[src/rtl/binary_down_counter.sv]
// binary_down_counter: loadable down-counter with terminal-count pulse
// and sticky done flag; holds at zero once the count runs out.
// Ports:
//   clk, rst          - rising-edge clock, async active-high reset
//   load, load_value  - capture load_value on this edge (wins over enable)
//   enable            - decrement permission while in RUN
//   count             - current count (registered)
//   busy, tc, done    - in RUN / one-cycle terminal pulse / in DONE
// Option: define BINARY_DOWN_COUNTER_RELOAD_EN for auto-reload, where
// the terminal decrement reloads the last loaded value and stays in RUN.
module binary_down_counter #(
    parameter int size = 4
) (
    input  logic            clk,
    input  logic            rst,
    input  logic            load,
    input  logic [size-1:0] load_value,
    input  logic            enable,
    output logic [size-1:0] count,
    output logic            busy,
    output logic            tc,
    output logic            done
);

    localparam logic [size-1:0] ZERO = '0;
    localparam logic [size-1:0] ONE  = size'(1);

    typedef enum logic [1:0] {
        IDLE = 2'd0,
        RUN  = 2'd1,
        DONE = 2'd2
    } state_t;

    state_t          state_q, state_d;
    logic [size-1:0] count_q, count_d;
    logic            busy_q, busy_d;
    logic            tc_q, tc_d;
    logic            done_q, done_d;

`ifdef BINARY_DOWN_COUNTER_RELOAD_EN
    logic [size-1:0] reload_q, reload_d;
`endif

    always_comb begin
        state_d = state_q;
        count_d = count_q;
        tc_d    = 1'b0;
`ifdef BINARY_DOWN_COUNTER_RELOAD_EN
        reload_d = reload_q;
`endif
        if (load) begin
            // A load overrides any decrement, including the terminal one.
            count_d = load_value;
            state_d = (load_value != ZERO) ? RUN : DONE;
`ifdef BINARY_DOWN_COUNTER_RELOAD_EN
            reload_d = load_value;
`endif
        end else if (state_q == RUN && enable) begin
            if (count_q == ONE) begin
                tc_d = 1'b1;
`ifdef BINARY_DOWN_COUNTER_RELOAD_EN
                // reload_q is nonzero here: RUN is only entered via a
                // nonzero load.
                count_d = reload_q;
`else
                count_d = ZERO;
                state_d = DONE;
`endif
            end else begin
                count_d = count_q - ONE;
            end
        end
        // Status flags are registered copies of the next state so the
        // outputs come straight from flops.
        busy_d = (state_d == RUN);
        done_d = (state_d == DONE);
    end

    always_ff @(posedge clk or posedge rst) begin
        if (rst) begin
            state_q <= IDLE;
            count_q <= ZERO;
            busy_q  <= 1'b0;
            tc_q    <= 1'b0;
            done_q  <= 1'b0;
        end else begin
            state_q <= state_d;
            count_q <= count_d;
            busy_q  <= busy_d;
            tc_q    <= tc_d;
            done_q  <= done_d;
        end
    end

`ifdef BINARY_DOWN_COUNTER_RELOAD_EN
    always_ff @(posedge clk or posedge rst) begin
        if (rst) begin
            reload_q <= ZERO;
        end else begin
            reload_q <= reload_d;
        end
    end
`endif

    assign count = count_q;
    assign busy  = busy_q;
    assign tc    = tc_q;
    assign done  = done_q;

endmodule

[config.mk]
export PLATFORM = sky130hd
export DESIGN_NAME = binary_down_counter
export DESIGN_NICKNAME = d
export VERILOG_FILES = /design/src/rtl/binary_down_counter.sv
export SDC_FILE = /design/constraint.sdc
export NUM_CORES = 1
export LEC_CHECK = 0
export CORE_AREA = 4 4 41 43
export DETAILED_ROUTE_END_ITERATION = 8
export DIE_AREA = 0 0 45 47
export DONT_BUFFER_PORTS = 1
export GPL_TIMING_DRIVEN = 0
export PLACE_DENSITY_LB_ADDON = 0.15
export SLEW_MARGIN = 10
export SYNTH_ARGS = -nofsm -noshare
export SYNTH_HDL_FRONTEND = slang
export SYNTH_SLANG_ARGS = --single-unit
[constraint.sdc]
create_clock -name clk -period 1.3 [get_ports clk]
set_input_delay 0.26 -clock clk [delete_from_list [all_inputs] [get_ports clk]]
set_output_delay 0.26 -clock clk [all_outputs]
set_load 0.01 [all_outputs]
==> flow_metrics.env <==
export IMPL_synth_most_common_cell="dfrtp_1"
export IMPL_syn_to_final_growth_pct=20.98
export IMPL_cts_max_path_buffers=2
export IMPL_hp_class="input pin to flop"
export IMPL_synth_warnings=0
export IMPL_clock_power_share_pct=30.2
export IMPL_fillerInstances=126
export IMPL_final_seq_area_um2=229.0
export IMPL_ir_worst_vdd_uv=502.7
export IMPL_start_kind="flop"
export IMPL_layout_drive_gt1_share_pct=34.00
export IMPL_final_antenna_net_count=0
export IMPL_globalplace_congestion=0.7263
export IMPL_r2r_start="count[1]"
export IMPL_power_mw=0.7277
export IMPL_switching_share_pct=30.96
export IMPL_synth_common_cells="9 x dfrtp_1, 5 x inv_1"
export IMPL_final_nets=61
export IMPL_die_h_um=47
export IMPL_r2r_end="done"
export IMPL_cts_clk_slew_worst_paths_ps=60
export IMPL_synth_area_leaders="dfrtp_1 47%, ha_1 5.2%, inv_1 3.9%"
export IMPL_ys_flop_type="dfrtp_1"
export IMPL_post_dp_hpwl_um=841.5
export IMPL_grt_pass1_wl_um=1835
export IMPL_synth_seq_cells=9
export IMPL_cp_cell_sequence="inv_2, ha_2, nor3b_4, nor3b_2, a211o_1"
export IMPL_post_place_ws_ps=-141.2
export IMPL_grt_pass1_vias=410
export IMPL_crit_end="done"
export IMPL_cts_tree="yes"
export IMPL_internal_power_mw=0.5024
export IMPL_setup_violations=7
export IMPL_hold_viol=0
export IMPL_core_area_mm2=0.001301
export IMPL_drc=0
export IMPL_cp_max_fo=4
export IMPL_yosysSeqAreaShare_pct=46.63
export IMPL_power_switching_mw=0.2253
export IMPL_grt_max_degree=11
export IMPL_cts_max_level=1
export IMPL_grt_usage_pct=12.99
export IMPL_multi_input_area_um2=276.5
export IMPL_io_buffers=0
export IMPL_synth_area_um2=483.0
export IMPL_antenna_found_initial=0
export IMPL_path_depth=5
export IMPL_max_cap_violations=0
export IMPL_rsz0062_at_grt="true"
export IMPL_io_pins=15
export IMPL_rows=13
export IMPL_max_freq_mhz=710.2
export IMPL_post_synth_cell_area_avg_um2=10.73
export IMPL_synth_distinct_cells=26
export IMPL_p_seq_share_pct=50.6
export IMPL_violations="setup timing"
export IMPL_fin_setup_tns_ps=-329.1
export IMPL_reg2reg_slack_ps=-110
export IMPL_slowest_stage="dfrtp_2"
export IMPL_cts_buffers=3
export IMPL_antenna_cells=0
export IMPL_utilization_pct=44.90
export IMPL_routed_via_density=5.785
export IMPL_final_critical_path_setup_slack_ps=-108.0
export IMPL_hold_ws_ps=65.71
export IMPL_grt_overflow=0
export IMPL_critPathTopFamily="flip-flops"
export IMPL_cts_sinks=9
export IMPL_critPathKind="flop to flop"
export IMPL_fin_skew_ps=1.186
export IMPL_fin_crit_ps=1408
export IMPL_worstPathRequired_ps=1500
export IMPL_end_kind="flop"
export IMPL_critical_path_max_stage_delay_ps=450
export IMPL_worstRegToRegCells=5
export IMPL_drtIter0Drc=8
export IMPL_firstDrtPassIters=4
export IMPL_tightestPinTransition_ps=429.2
export IMPL_power_frac_comb_pct=19.2
export IMPL_dieArea_mm2=0.002115
export IMPL_avgRoutedWirePerCell_um=17.78
export IMPL_arrival_ps=1610
export IMPL_synthesis_instances=45
export IMPL_initial_core_util_pct=37.12
export IMPL_post_cts_buffers=0
export IMPL_syn_nets=55
export IMPL_drv_slew=0
export IMPL_power_density_mw_per_mm2=1245
export IMPL_synth_largest_area_cell="dfrtp_1"
export IMPL_netlist_area_leader_share_pct=46.63
export IMPL_leakage_nw=0.2273
export IMPL_synth_async_reset_ratio_pct=100.0
export IMPL_synth_edf_count=0
export IMPL_status="finished with violations"
export IMPL_clkLatencyLatePin_ps=260
export IMPL_drt_wl_total_um=1156
export IMPL_relSlewSlack_pct=71.15
export IMPL_num_vias=376
export IMPL_die_w_um=45
export IMPL_cp_startpoint="count[1]"
export IMPL_cts_root_buf="clkbuf_4"
export IMPL_critical_path_buf_inv_count=1
export IMPL_final_period_utilization_pct=108.3
-- how the worst min path moves through the flow --
stage	startpoint	endpoint	slack (ps)	cells after the start
after floorplan	rst	busy	90	1
after global placement	rst	done	130	1
after detailed placement	rst	count[1]	140	1
after CTS	load	tc	60	1
after global routing	load	tc	40	1
final	load	tc	70	1
-- sequential cells by signal (all words and copies together) (netlist names) --
name	cells
busy	1
done	1
tc	1
count	4
state_q	2
-- worst register-to-register path, stage by stage (launching register included) --
cell and delay [ps]:
dfrtp_2 450, inv_2 90, ha_2 220, nor3b_4 210, nor3b_2 240, a211o_1 130
-- metrics by stage --
step,area (um^2),cells
global placement,516.7,60
finish,584.3,65
detailed placement,516.7,60
CTS,579.3,65
global route,584.3,65
floorplan,498.0,45
-- power by group through the flow --
stage	Sequential [mW]	Clock, mW	Combinational [mW]
finish	0.368	0.219	0.140
CTS	0.367	0.228	0.140
detailed placement	0.365	0	0.119
global placement	0.364	0	0.114
floorplan	0.354	0	0.0995
global route	0.372	0.252	0.156
-- layout make-up --
type | instances | share of cell area (%)
multi-input combinational | 30 | 47.32
timing repair buffer | 1 | 1.713
clock buffer | 4 | 4.497
sequential | 9 | 39.19
inverter | 5 | 3.212
tap | 15 | 3.212
buffer | 1 | 0.8565
-- placed cells by master (no fill, tap or decap), drive strengths merged --
master,Yosys,final
a221o,1,1
nand3b,2,2
o31a,1,1
buf,1,1
nand4bb,1,1
inv,5,5
dlygate4sd3,0,1
xnor2,1,1
a211o,1,1
nand4b,1,1
nor3,2,2
or3,1,1
a31oi,2,2
dfrtp,9,9
nand2,1,1
o311ai,1,1
ha,2,2
a2111oi,1,1
o21bai,1,1
clkbuf,0,4
nor4,2,2
nand2b,2,2
nor2b,1,1
nor3b,2,2
nor2,2,2
o21a,2,2
-- what timing repair did --
action,CTS,global route
hold buffers,1,0
hold endpoints to repair,9,0
resized for setup,8,1
pin swaps,2,1
setup endpoints to repair,5,7
-- cells by family after synthesis --
group / synth area share (%)
xor gates and xnor gates: 1.814
AOI/OAI and AO/OA: 16.58
and+or+nand+nor: 24.87
buffers and inverters: 4.922
adders and majority gates: 5.181
DFF: 46.63
-- layer usage --
metal	vias up	share of wire, %	track usage [%]
met4	0	2.8	12.87
met2	21	49	18.36
li1	177	-	-
met3	3	11	5.364
met1	175	38	14.45
met5	-	0	0
Note: power is estimated with default switching activity, not from simulation.
